--- config.mk ---
export PLATFORM = sky130hd
export DESIGN_NAME = spi_sclk_gen
export DESIGN_NICKNAME = d
export VERILOG_FILES = /design/src/rtl/spi_pkg.sv /design/src/rtl/sclk_tick_counter.sv /design/src/rtl/spi_sclk_gen.sv
export SDC_FILE = /design/constraint.sdc
export NUM_CORES = 1
export LEC_CHECK = 0
export ABC_AREA = 1
export ABC_CLOCK_PERIOD_IN_PS = 2400
export BUFFER_PORTS_ARGS = -buffer_cell sky130_fd_sc_hd__buf_2
export CAP_MARGIN = 15
export CORE_AREA = 3 3 76 78
export DETAILED_ROUTE_END_ITERATION = 16
export DIE_AREA = 0 0 79 81
export PLACE_DENSITY = 0.67
export SYNTH_ARGS = -nofsm -noshare
export SYNTH_HDL_FRONTEND = slang
export SYNTH_SLANG_ARGS = --single-unit
--- constraint.sdc ---
create_clock -name i_clk -period 2.4 [get_ports i_clk]
set_clock_uncertainty 0.05 [all_clocks]
set_input_delay 0.36 -clock i_clk [delete_from_list [all_inputs] [get_ports i_clk]]
set_output_delay 0.36 -clock i_clk [all_outputs]
set_load 0.05 [all_outputs]
--- src/rtl/spi_pkg.sv ---
// Shared types and reset-default configuration for the SPI clock generator.
package spi_pkg;

  // Burst sequencer states: IDLE waits for work, RUN drives SCLK edges,
  // TAIL holds the line idle for one half period before signalling done.
  typedef enum logic [1:0] {
    ST_IDLE = 2'd0,
    ST_RUN  = 2'd1,
    ST_TAIL = 2'd2
  } state_t;

  // Configuration loaded on reset.
  localparam int unsigned DEF_DIVISOR = 2;
  localparam int unsigned DEF_NBITS   = 8;
  localparam logic        DEF_CPOL    = 1'b0;
  localparam logic        DEF_CPHA    = 1'b0;

endpackage

--- src/rtl/sclk_tick_counter.sv ---
// Half-period counter: raises o_tick in the last cycle of every i_half-cycle
// window while enabled. Cleared while the sequencer is idle so each burst
// starts its first half period from zero.
module sclk_tick_counter #(
  parameter int DIV_W = 8
) (
  input  logic             i_clk,
  input  logic             i_rst,
  input  logic             i_clr,
  input  logic             i_en,
  input  logic [DIV_W-1:0] i_half,
  output logic             o_tick
);

  localparam logic [DIV_W-1:0] ONE = DIV_W'(1);

  logic [DIV_W-1:0] cnt_q;
  logic [DIV_W-1:0] cnt_d;
  logic             last;

  // Terminal-count detect and next count value.
  always_comb begin
    last   = (cnt_q == (i_half - ONE));
    o_tick = i_en && last;
    cnt_d  = cnt_q;
    if (i_clr) begin
      cnt_d = '0;
    end else if (i_en) begin
      cnt_d = last ? '0 : (cnt_q + ONE);
    end
  end

  // Count register.
  always_ff @(posedge i_clk or posedge i_rst) begin
    if (i_rst) begin
      cnt_q <= '0;
    end else begin
      cnt_q <= cnt_d;
    end
  end

endmodule

--- src/rtl/spi_sclk_gen.sv ---
// SPI serial-clock generator: produces a registered SCLK burst of nbits
// cycles with CPOL/CPHA-dependent sample and shift strobes, followed by a
// half-period tail and a done pulse.
//
// Handshake: i_start and i_cfg_valid are single-cycle requests. They are
// acted on only in a cycle where o_ready=1 (IDLE); i_cfg_valid takes
// priority over i_start in the same cycle. Requests while o_ready=0 are
// dropped (a configuration request is additionally flagged on o_cfg_err).
module spi_sclk_gen
  import spi_pkg::*;
#(
  parameter int DIV_W = 8,
  parameter int CNT_W = 4
) (
  input  logic             i_clk,
  input  logic             i_rst,
  input  logic             i_cfg_valid,
  input  logic [DIV_W-1:0] i_divisor,
  input  logic             i_cpol,
  input  logic             i_cpha,
  input  logic [CNT_W-1:0] i_nbits,
  input  logic             i_start,
  output logic             o_ready,
  output logic             o_sclk,
  output logic             o_sample,
  output logic             o_shift,
  output logic             o_done,
  output logic             o_cfg_err,
  output state_t           o_state
);

  localparam logic [CNT_W:0] ONE_E = (CNT_W+1)'(1);

  state_t           state_q, state_d;
  logic [DIV_W-1:0] div_q, div_d;
  logic [CNT_W-1:0] nbits_q, nbits_d;
  logic             cpol_q, cpol_d;
  logic             cpha_q, cpha_d;
  logic [CNT_W:0]   edge_q, edge_d;
  logic             sclk_q, sclk_d;
  logic             sample_q, sample_d;
  logic             shift_q, shift_d;
  logic             done_q, done_d;
  logic             cfg_err_q, cfg_err_d;
  logic             ready_q, ready_d;

  logic [DIV_W-1:0] half;
  logic [CNT_W:0]   edge_last;
  logic             cfg_legal;
  logic             tick;

  // Half period is the stored divisor shifted right; the last edge index
  // of a burst is 2*nbits-1.
  always_comb begin
    half      = {1'b0, div_q[DIV_W-1:1]};
    edge_last = {nbits_q, 1'b0} - ONE_E;
    cfg_legal = !i_divisor[0] && (i_divisor != '0) && (i_nbits != '0);
  end

  sclk_tick_counter #(
    .DIV_W(DIV_W)
  ) u_tick (
    .i_clk  (i_clk),
    .i_rst  (i_rst),
    .i_clr  (state_q == ST_IDLE),
    .i_en   (state_q != ST_IDLE),
    .i_half (half),
    .o_tick (tick)
  );

  // Next-state and registered-output logic for the burst sequencer.
  always_comb begin
    state_d   = state_q;
    div_d     = div_q;
    nbits_d   = nbits_q;
    cpol_d    = cpol_q;
    cpha_d    = cpha_q;
    edge_d    = edge_q;
    sclk_d    = sclk_q;
    sample_d  = 1'b0;
    shift_d   = 1'b0;
    done_d    = 1'b0;
    cfg_err_d = 1'b0;
    case (state_q)
      ST_IDLE: begin
        if (i_cfg_valid) begin
          if (cfg_legal) begin
            div_d   = i_divisor;
            nbits_d = i_nbits;
            cpol_d  = i_cpol;
            cpha_d  = i_cpha;
            sclk_d  = i_cpol;
          end else begin
            cfg_err_d = 1'b1;
          end
        end else if (i_start) begin
          state_d = ST_RUN;
          edge_d  = '0;
          sclk_d  = cpol_q;
        end
      end
      ST_RUN: begin
        cfg_err_d = i_cfg_valid;
        if (tick) begin
          sclk_d   = ~sclk_q;
          edge_d   = edge_q + ONE_E;
          // Even edge index = leading edge. Sample on leading when CPHA=0,
          // on trailing when CPHA=1; shift on the other one.
          sample_d = (edge_q[0] == cpha_q);
          shift_d  = (edge_q[0] != cpha_q);
          if (edge_q == edge_last) begin
            state_d = ST_TAIL;
          end
        end
      end
      ST_TAIL: begin
        cfg_err_d = i_cfg_valid;
        if (tick) begin
          state_d = ST_IDLE;
          done_d  = 1'b1;
        end
      end
      default: begin
        state_d = ST_IDLE;
        sclk_d  = cpol_q;
      end
    endcase
    ready_d = (state_d == ST_IDLE);
  end

  // State, configuration and output registers.
  always_ff @(posedge i_clk or posedge i_rst) begin
    if (i_rst) begin
      state_q   <= ST_IDLE;
      div_q     <= DIV_W'(DEF_DIVISOR);
      nbits_q   <= CNT_W'(DEF_NBITS);
      cpol_q    <= DEF_CPOL;
      cpha_q    <= DEF_CPHA;
      edge_q    <= '0;
      sclk_q    <= 1'b0;
      sample_q  <= 1'b0;
      shift_q   <= 1'b0;
      done_q    <= 1'b0;
      cfg_err_q <= 1'b0;
      ready_q   <= 1'b1;
    end else begin
      state_q   <= state_d;
      div_q     <= div_d;
      nbits_q   <= nbits_d;
      cpol_q    <= cpol_d;
      cpha_q    <= cpha_d;
      edge_q    <= edge_d;
      sclk_q    <= sclk_d;
      sample_q  <= sample_d;
      shift_q   <= shift_d;
      done_q    <= done_d;
      cfg_err_q <= cfg_err_d;
      ready_q   <= ready_d;
    end
  end

  assign o_ready   = ready_q;
  assign o_sclk    = sclk_q;
  assign o_sample  = sample_q;
  assign o_shift   = shift_q;
  assign o_done    = done_q;
  assign o_cfg_err = cfg_err_q;
  assign o_state   = state_q;

endmodule
==> results by group, run 1 <==
Hold path
  – Worst hold path type: input pin to async pin

Final layout
  – Antenna cells: 0
  – Commonest non-fill, non-tap cell in the layout: nand2_1
  – Share of post-route cells with drive strength above 1: 0.175
  – Most frequent cells in the layout: nand2_1, inv_1, nor2_1, dfrtp_1, buf_2
  – Non-filler cells, final: 407
  – Layout area overhead: 14.1%
  – Fin nets: approximately 360
  – Design Area, Final: ~2500 um^2
  – Fin util: 0.483
  – Layout fillers: between 500 and 600

Synthesis
  – Yosys cell types: 31
  – Mean Syn Cell Area: between 7 and 8 um^2
  – Register area share after synthesis: 0.393
  – Ys async rst share: 1.00
  – Number of synthesized flops with an enable pin: 0
  – Synthesized area: ~2200 um^2
  – Warnings from Yosys: 0
  – Synth Instances: about 310
  – Yosys reg bits: 34
  – Syn nets: around 330
  – Ys flop type: dfrtp_1

Clocking
  – CTS tree: built
  – Cts repair resizes: 0
  – Clk root buf: clkbuf_8
  – Hold-fix buffers at CTS: 0
  – H-tree Lvls: 2
  – Later-pin clock latency in the skew report: approximately 0.29 ns
  – TritonCTS Sinks: 34
  – Setup bufs post-CTS: 0
  – Clock Path Buffers: 2
  – CTS clock-pin slew for the worst setup and hold paths: approximately 0.07 ns
  – Inserted Clock Buffers: 5

Routing
  – Vias per cell: around 4.6
  – Wire per inst: between 10 and 15 um
  – DR vias: ~1900
  – Drt drc: 0
  – Post-Route WL: between 4000 and 5000 um
  – Initial DRT Pass Iterations: 4
  – DR iter-0 viols: between 100 and 150
  – ANT nets after route: 0

GRT
  – Global-route wire length before repair: between 7000 and 8000 um
  – Maximum number of pins on one net before global-route repair: 35
  – Number of global-route vias before repair: approximately 1700
  – Tot GR Track Use: 0.151
  – Initial antenna violation count: 0
  – Overflow left after global routing: 0

Pwr
  – Combinational power share: 0.513
  – Cell Int Power: ~1.5 mW
  – PwrDens: 1150 nW/um^2
  – Worst VDD drop: ~490 uV
  – Pwr Total: around 2.8 mW
  – Seq pwr share: 0.339
  – NetSw: between 1 and 1.5 mW
  – Pleak: ~1.3 nW
  – Clock power frac: 0.148
  – Net Sw Frac: 0.474

Floorplan
  – IO Count: 26
  – Die X-Extent: 79 um
  – Core Region: 5140 um^2
  – Initial Util: 0.424
  – Standard-cell rows: 26
  – Die area: 6400 um^2
  – Chip height: 81 um

Setup path
  – Reg2reg setup slack: roughly 0.28 ns
  – Critical path class: flop to flop
  – Critical path fanouts, max: 9
  – Worst Reg-to-Reg Cells: 12
  – Startpoint Class: flop
  – Worst reg2reg startpoint: div_q[1]
  – Req. time, crit path: 2.53 ns
  – CP Capture Type: flop
  – R2R Path End: edge_q[3]
  – Arrival @ worst endpoint: around 2.3 ns

Timing
  – Fin crit period: between 2 and 2.5 ns
  – Slew margin rel.: 0.709
  – RSZ-0062 raised after global routing: false
  – Final slew viol count: 0
  – WHS: around 0.11 ns
  – Setup_tns: 0 ns
  – Fmax: about 0.47 GHz
  – Final count of hold timing violations: 0
  – Tightest Pin Transition: between 0.4 and 0.5 ns
  – Period Utilization, post-route: 0.885
  – Final Setup Violations: 0
  – Setup ws final: 0.276 ns

Run status
  – Outcome: completed

Placement
  – # placed instances: 400
  – Detailed placer's ending HPWL: around 3500 um
  – Port Buffer Count: 25
  – Setup WS pre-CTS: roughly 0.29 ns
  – GP Congestion: ~0.92
  – Placed Area: 2400 um^2

Flow run
  – Maxcap violations: 0
## how the worst max path moves through the flow
| stage | start | end | slack, ns | cells past startpoint |
|---|---|---|---|---|
| final | div_q[1] | edge_q[3] | 0.28 | 12 |
| after global routing | div_q[1] | o_ready | 0.12 | 13 |
| after CTS | div_q[1] | edge_q[3] | 0.28 | 12 |
| after detailed placement | div_q[1] | edge_q[4] | 0.29 | 12 |
| after global placement | div_q[1] | edge_q[2] | 0.40 | 13 |
| after floorplan | o_state[0] | edge_q[2] | 0.45 | 8 |
## worst max-delay path, stage by stage, from the launching register on
cell and delay (ns):
dfstp_2 0.56, inv_2 0.05, ha_1 0.29, inv_1 0.05, nand2_1 0.07, nand2_1 0.08
nor2_4 0.13, nand3_2 0.09, nor2_4 0.17, nand3_4 0.11, nand2_4 0.09, nand2_4 0.08
o31ai_1 0.21
## power groups by stage
| stage | Sequential [mW] | Clock [mW] | Combinational (mW) |
|---|---|---|---|
| global placement | 0.965 | 0 | 1.43 |
| global route | 0.994 | 0.456 | 1.67 |
| detailed placement | 0.971 | 0 | 1.47 |
| floorplan | 1.04 | 0 | 1.08 |
| finish | 0.964 | 0.421 | 1.46 |
| CTS | 0.961 | 0.434 | 1.47 |
## metal layers
metal	part of all wire	vias to the layer above	wire length (um)	global-route usage
met5	0	-	0	0
met3	0.039	2	173	0.0366
met2	0.48	33	2120	0.243
met4	0.0058	0	26	0.0515
met1	0.48	842	2130	0.198
li1	-	999	-	-
## flip-flops by register name, indices dropped and copies added, names as in the netlist
name,flops
cpha_q,1
o_sclk,1
o_cfg_err,1
cpol_q,1
nbits_q,4
u_tick.cnt_q,8
edge_q,5
div_q,7
o_sample,1
o_ready,1
o_done,1
o_state,2
o_shift,1
## final cells by class
type / count / area [um^2] / share of cell area
inverter: 57 / 214 / 0.0861
timing repair buffer: 27 / 140 / 0.0564
tap: 70 / 87.6 / 0.0353
sequential: 34 / 855 / 0.344
clock buffer: 7 / 86.3 / 0.0348
multi-input combinational: 212 / 1100 / 0.443
## cell usage after synthesis (3+ instances only)
| master | number | area share |
|---|---|---|
| nand3_1 | 18 | 0.041 |
| o21ai_0 | 16 | 0.037 |
| inv_1 | 53 | 0.091 |
| inv_2 | 4 | 0.0069 |
| nor2_1 | 32 | 0.055 |
| nand4_1 | 4 | 0.011 |
| nor3_1 | 3 | 0.0069 |
| ha_1 | 8 | 0.046 |
| xor2_1 | 6 | 0.024 |
| nand2_1 | 92 | 0.16 |
| nand2_2 | 6 | 0.017 |
| a21oi_1 | 4 | 0.0092 |
| dfrtp_1 | 31 | 0.36 |
| nor2_4 | 4 | 0.021 |
| dfstp_2 | 3 | 0.036 |
## logic make-up (layout without fill, tap and decap cells)
logic type	count (synthesis)	in the layout	share of synthesized area
AOI/OAI and AO/OA	25	25	0.0621
DFF	34	34	0.393
muxes	3	3	0.0149
adders and majority gates	8	8	0.0460
buffers and inverters	59	91	0.102
xor gates and xnor gates	8	8	0.0322
and+or+nand+nor	168	168	0.351
Note: power is estimated with default switching activity, not from simulation.
==> run 2, diff against run 1 <==
ABC_CLOCK_PERIOD_IN_PS = 2050   (was 2400)
clock period = 2.05 ns   (was 2.4 ns; I/O delays follow)
==> results by group, run 2 (same netlist as run 1, synthesis figures left out) <==
Run status
  – Outcome: completed

Final layout
  – Reg with most FFs: u_tick.cnt_q
  – Top flop regs: u_tick.cnt_q (8), div_q (7), edge_q (5)
  – Share of post-route cells with drive strength above 1: 0.202 (+0.0267)
  – Commonest non-fill, non-tap cell in the layout: nand2_1
  – Design Area, Final: 2540 um^2 (+2.2%)
  – Layout area overhead: 16.6%
  – Fin nets: 367 (+1.1%)
  – Most frequent cells in the layout: nand2_1, inv_1, nor2_1, dfrtp_1, buf_2
  – Max FFs per register: 8 (unchanged)
  – Layout fillers: 552 (-0.36%)
  – Non-filler cells, final: 412 (+1.2%)
  – Antenna cells: 0 (unchanged)

GRT
  – Tot GR Track Use: 0.150 (-0.000188)
  – Overflow left after global routing: 0 (unchanged)
  – Number of global-route vias before repair: 1722 (-1.2%)
  – Maximum number of pins on one net before global-route repair: 35 (unchanged)
  – Initial antenna violation count: 0 (unchanged)
  – Global-route wire length before repair: 7550 um (unchanged)

Clocking
  – Hold-fix buffers at CTS: 0 (unchanged)
  – Clk root buf: clkbuf_8
  – CTS tree: built
  – Inserted Clock Buffers: 5 (unchanged)
  – Clock Path Buffers: 2 (unchanged)
  – CTS clock-pin slew for the worst setup and hold paths: 0.07 ns (about the same)
  – TritonCTS Sinks: 34 (unchanged)
  – Later-pin clock latency in the skew report: 0.28 ns (about the same)
  – H-tree Lvls: 2 (unchanged)

Setup path
  – Critical path's top delay family: simple AND/OR/NAND/NOR gates
  – CP Capture Type: flop
  – Slowest-stage cell, CP: dfstp_2
  – Startpoint Class: flop
  – Critical path class: flop to flop
  – CP Buf/Inv Count: 2 (unchanged)
  – Req. time, crit path: 2.18 ns (-0.35 ns)
  – Arrival @ worst endpoint: 2.10 ns (-0.16 ns)
  – Largest incremental delay on the critical path: 0.54 ns (-0.02 ns)
  – Critical path fanouts, max: 9 (unchanged)
  – Crit path cell chain: inv_2 -> ha_4 -> inv_2 -> nand2_2 -> nand2_2 -> nor2_4 -> nand3_2 -> nor2_4 -> nand3_4 -> nand2_4 -> nand2_4 -> a21oi_1 -> a21oi_1

Timing
  – Tightest Pin Transition: 0.431 ns (-0.00541 ns)
  – Setup ws final: 0.0761 ns (-0.200 ns)
  – Period Utilization, post-route: 0.963 (+0.0778)
  – Final count of hold timing violations: 0 (unchanged)
  – Final Setup Violations: 0 (unchanged)
  – Final slew viol count: 0 (unchanged)
  – Fin crit period: 1.97 ns (-0.150 ns)
  – Slew margin rel.: 0.713 (+0.00361)
  – Fmax: 0.507 GHz (+7.6%)
  – RSZ-0062 raised after global routing: true
  – Setup_tns: 0 ns (unchanged)

Placement
  – Setup WS pre-CTS: -0.0300 ns (-0.315 ns)
  – GP Congestion: 0.915 (-0.89%)
  – Detailed placer's ending HPWL: 3430 um (-1.8%)
  – Placed Area: 2410 um^2 (+0.63%)
  – # placed instances: 402 (+0.50%)
  – Port Buffer Count: 25 (unchanged)

Routing
  – Post-Route WL: 4360 um (-1.9%)
  – Wire per inst: 10.6 um (-3.1%)
  – DR iter-0 viols: 97 (-16%)
  – Drt drc: 0 (unchanged)
  – Vias per cell: 4.58 (-0.63%)
  – Initial DRT Pass Iterations: 4 (unchanged)
  – ANT nets after route: 0 (unchanged)
  – DR vias: 1887 (+0.59%)

Floorplan
  – IO Count: 26 (unchanged)
  – Die area: 6400 um^2 (unchanged)
  – Standard-cell rows: 26 (unchanged)
  – Core Region: 5140 um^2 (unchanged)
  – Die X-Extent: 79 um (unchanged)
  – Initial Util: 0.424 (unchanged)
  – Chip height: 81 um (unchanged)

Pwr
  – Worst VDD drop: 618 uV (+26%)
  – Pwr Total: 3.41 mW (+20%)
  – PwrDens: 1340 nW/um^2 (+17%)
  – Pleak: 1.35 nW (+1.4%)

Hold path
  – Worst hold path type: input pin to async pin

Flow run
  – Maxcap violations: 0 (unchanged)
[run 2: cell types whose count changed in the layout (fill, tap and decap cells not counted), moves of 3 or more]
cell / before / now
buf_4: 2 / 6
nand2_1: 92 / 89
nand2_2: 6 / 9
o21ai_0: 16 / 13
o21ai_1: 0 / 3
[run 2: metrics by stage]
stage / util / hold slack (ns)
floorplan: - / 0.389
global placement: 0.469 / 0.368
detailed placement: 0.469 / 0.376
CTS: 0.488 / 0.0649
global route: 0.494 / 0.0786
finish: 0.494 / 0.0556
[run 2: routing by layer]
| layer | wire [um] | up-vias | global-route usage |
|---|---|---|---|
| li1 | - | 1006 | - |
| met1 | 2190 | 847 | 0.210 |
| met2 | 1970 | 27 | 0.225 |
| met3 | 137 | 7 | 0.0333 |
| met4 | 68 | 0 | 0.0653 |
| met5 | 0 | - | 0 |
[run 2: final cells by class]
cell class | instances | area, um^2 | area share
multi-input combinational | 212 | 1130 | 0.446
sequential | 34 | 855 | 0.337
inverter | 57 | 214 | 0.0843
timing repair buffer | 31 | 170 | 0.0671
tap | 70 | 87.6 | 0.0345
clock buffer | 8 | 80.1 | 0.0316
[run 2: worst paths after layout]
path / from / end / slack, ns / cells past startpoint
max in group asynchronous: i_rst / nbits_q[3] / 1.55 / 3
min reg2reg: u_tick.cnt_q[0] / u_tick.cnt_q[0] / 0.44 / 1
min: i_rst / cpha_q / 0.06 / 3
min in group i_clk: i_cpha / cpha_q / 0.21 / 2
max: div_q[1] / edge_q[2] / 0.08 / 13
max reg2reg: div_q[1] / edge_q[2] / 0.08 / 13
[run 2: power breakdown]
part           total [mW]  switching (mW)  internal, mW
Clock               0.461           0.220         0.241
Sequential           1.12           0.226         0.897
Combinational        1.82            1.16         0.660
Total                3.41            1.61          1.80
[run 2: worst register-to-register path: stages, from the launching register on]
cell,delay (ns)
dfstp_2,0.54
inv_2,0.05
ha_4,0.26
inv_2,0.03
nand2_2,0.04
nand2_2,0.06
nor2_4,0.10
nand3_2,0.09
nor2_4,0.17
nand3_4,0.11
nand2_4,0.09
nand2_4,0.09
a21oi_1,0.14
a21oi_1,0.05
[run 2: timing repair]
action / in CTS / in global routing
gates resized for setup: 3 / 8
pin swaps: 1 / 8
endpoints found under the setup margin: 5 / 17
buffers inserted: 1 / 1
==> run 3, diff against run 2 <==
SETUP_SLACK_MARGIN = 0.4   (was unset)
==> results by group, run 3 (same netlist as run 1, synthesis figures left out) <==
GRT
  – Grt peak-use layer: met2
  – Initial antenna violation count: 0 (unchanged)
  – Maximum number of pins on one net before global-route repair: 35 (unchanged)
  – Number of global-route vias before repair: 1831 (+6.3%)
  – GR Util met1: 0.207 (-0.00281)
  – Global-route track usage on met3: 0.0299 (-0.00333)
  – Tot GR Track Use: 0.157 (+0.00691)
  – Global-route wire length before repair: 8000 um (+5.9%)
  – Met2 global-route usage: 0.264 (+0.0396)
  – Overflow left after global routing: 0 (unchanged)

Timing
  – Setup_tns: 0 ns (unchanged)
  – Final Setup Violations: 0 (unchanged)
  – Period Utilization, post-route: 0.950 (-0.0126)
  – RSZ-0062 raised after global routing: true
  – Final slew viol count: 0 (unchanged)
  – Fin crit period: 1.95 ns (-0.0258 ns)
  – Slew margin rel.: 0.712 (about the same)
  – Final count of hold timing violations: 0 (unchanged)
  – Tightest Pin Transition: 0.432 ns (+0.000728 ns)
  – Fmax: 0.513 GHz (+1.3%)

Final layout
  – Layout area overhead: 20.0%
  – Top flop regs: u_tick.cnt_q (8), div_q (7), edge_q (5)
  – Fin nets: 371 (+1.1%)
  – Most frequent cells in the layout: nand2_1, inv_1, nor2_1, dfrtp_1, buf_2
  – Fin util: 0.508 (+0.0146)
  – Antenna cells: 0 (unchanged)
  – Commonest non-fill, non-tap cell in the layout: nand2_1
  – Share of post-route cells with drive strength above 1: 0.240 (+0.0381)
  – Reg with most FFs: u_tick.cnt_q
  – Max FFs per register: 8 (unchanged)

Clocking
  – CTS clock-pin slew for the worst setup and hold paths: 0.07 ns (about the same)
  – H-tree Lvls: 2 (unchanged)
  – Clock Path Buffers: 2 (unchanged)
  – Inserted Clock Buffers: 5 (unchanged)
  – Hold-fix buffers at CTS: 0 (unchanged)
  – CTS tree: built
  – Later-pin clock latency in the skew report: 0.28 ns (about the same)
  – Clk root buf: clkbuf_8
  – TritonCTS Sinks: 34 (unchanged)

Pwr
  – Combinational power share: 0.556 (+0.021)
  – PwrDens: 1370 nW/um^2 (+2.2%)
  – Seq pwr share: 0.315 (-0.014)
  – Clock power frac: 0.129 (-0.006)
  – NetSw: 1.69 mW (+5.2%)
  – Net Sw Frac: 0.473 (about the same)
  – Worst VDD drop: 562 uV (-9.1%)
  – Pleak: 1.37 nW (+1.6%)
  – Cell Int Power: 1.89 mW (+5.2%)

Setup path
  – Critical path's top delay family: simple AND/OR/NAND/NOR gates
  – Crit path cell chain: inv_2 -> ha_4 -> inv_2 -> nand2_2 -> nand2_2 -> nor2_4 -> nand3_2 -> nor2_4 -> nand4_1 -> o21ai_1 -> nand3_2 -> nand2_1 -> inv_1
  – Slowest-stage cell, CP: dfstp_2
  – Startpoint Class: flop
  – CP Capture Type: flop
  – Critical path fanouts, max: 3 (-6)
  – Req. time, crit path: 2.22 ns (+0.04 ns)
  – Worst Setup SP: div_q[1]
  – Arrival @ worst endpoint: 2.11 ns (about the same)
  – CP Buf/Inv Count: 3 (+1)
  – Critical path class: flop to flop
  – Largest incremental delay on the critical path: 0.54 ns (about the same)
  – Worst reg2reg startpoint: div_q[1]

Run status
  – Outcome: completed

Placement
  – Port Buffer Count: 25 (unchanged)
  – GP Congestion: 0.861 (-5.8%)
  – Detailed placer's ending HPWL: 3460 um (+0.77%)

Flow run
  – Maxcap violations: 0 (unchanged)

Routing
  – Vias per cell: 4.60 (+0.46%)
  – Initial DRT Pass Iterations: 4 (unchanged)
  – Post-Route WL: 4560 um (+4.5%)
  – Drt drc: 0 (unchanged)
  – DR vias: 1914 (+1.4%)
  – DR iter-0 viols: 64 (-34%)
  – ANT nets after route: 0 (unchanged)
  – Wire per inst: 11.0 um (+3.5%)

Floorplan
  – Initial Util: 0.424 (unchanged)
  – IO Count: 26 (unchanged)
  – Core Region: 5140 um^2 (unchanged)
  – Standard-cell rows: 26 (unchanged)
  – Die area: 6400 um^2 (unchanged)
  – Chip height: 81 um (unchanged)
  – Die X-Extent: 79 um (unchanged)

Hold path
  – Worst hold path type: input pin to async pin
-- run 3: cell types whose count changed in the layout (fill, tap and decap cells not counted), sizes merged --
cell | previous run | this run
buf | 31 | 34
nand2 | 100 | 101
-- run 3: worst paths after layout --
kind                              endpoint  slack, ns  depth (start not counted)
min in group i_clk                  cpha_q       0.20                          2
max in group asynchronous          o_ready       1.55                          3
worst max-delay path               o_ready       0.10                         13
worst max register to register     o_ready       0.10                         13
worst min-delay path            nbits_q[2]       0.06                          3
worst min register to register  nbits_q[1]       0.44                          2
-- run 3: worst reg2reg max path: cells and delay by family, from the launching register on --
family	cells	cell delay, ns
AO/OA/AOI/OAI	1	0.17
adder cells (fa/ha/maj)	1	0.26
buffers and inverters	3	0.12
flip-flops	1	0.54
AND/OR/NAND/NOR	8	0.75
-- run 3: power groups by stage --
stage | combinational [mW] | sequential (mW) | clock, mW
after global placement | 1.77 | 1.14 | 0
after floorplan | 1.32 | 1.22 | 0
after detailed placement | 1.79 | 1.14 | 0
after global routing | 2.29 | 1.17 | 0.501
final | 1.99 | 1.13 | 0.462
after CTS | 1.93 | 1.13 | 0.486
-- run 3: metrics by stage --
stage | setup slack [ns] | hold WS [ns] | instance area, um^2 | instances | power [mW]
CTS | 0.128 | 0.0755 | 2570 | 416 | 3.54
global placement | 0.113 | 0.377 | 2430 | 402 | 2.91
global route | -0.0272 | 0.109 | 2610 | 416 | 3.96
detailed placement | 0.0416 | 0.385 | 2430 | 402 | 2.93
floorplan | 0.180 | 0.389 | 2200 | 305 | 2.53
finish | 0.102 | 0.0564 | 2610 | 416 | 3.58
-- run 3: timing repair --
item                                    CTS  global route
gates cloned                              1             0
endpoints found under the hold margin     0             0
pin swaps                                 8            11
setup buffers                             5             0
gates resized for setup                   6            11
endpoints found under the setup margin   20            23
-- run 3: metal layers --
layer / up-vias / wire length (um)
met2: 38 / 2080
li1: 1019 / -
met5: - / 0
met4: 0 / 67
met1: 850 / 2260
met3: 7 / 152
-- run 3: layout make-up --
| class | instances | area [um^2] |
|---|---|---|
| fill | 552 | 2530 |
| multi-input combinational | 213 | 1180 |
| sequential | 34 | 857 |
| inverter | 57 | 214 |
| timing repair buffer | 34 | 196 |
| tap | 70 | 87.6 |
| clock buffer | 8 | 80.1 |
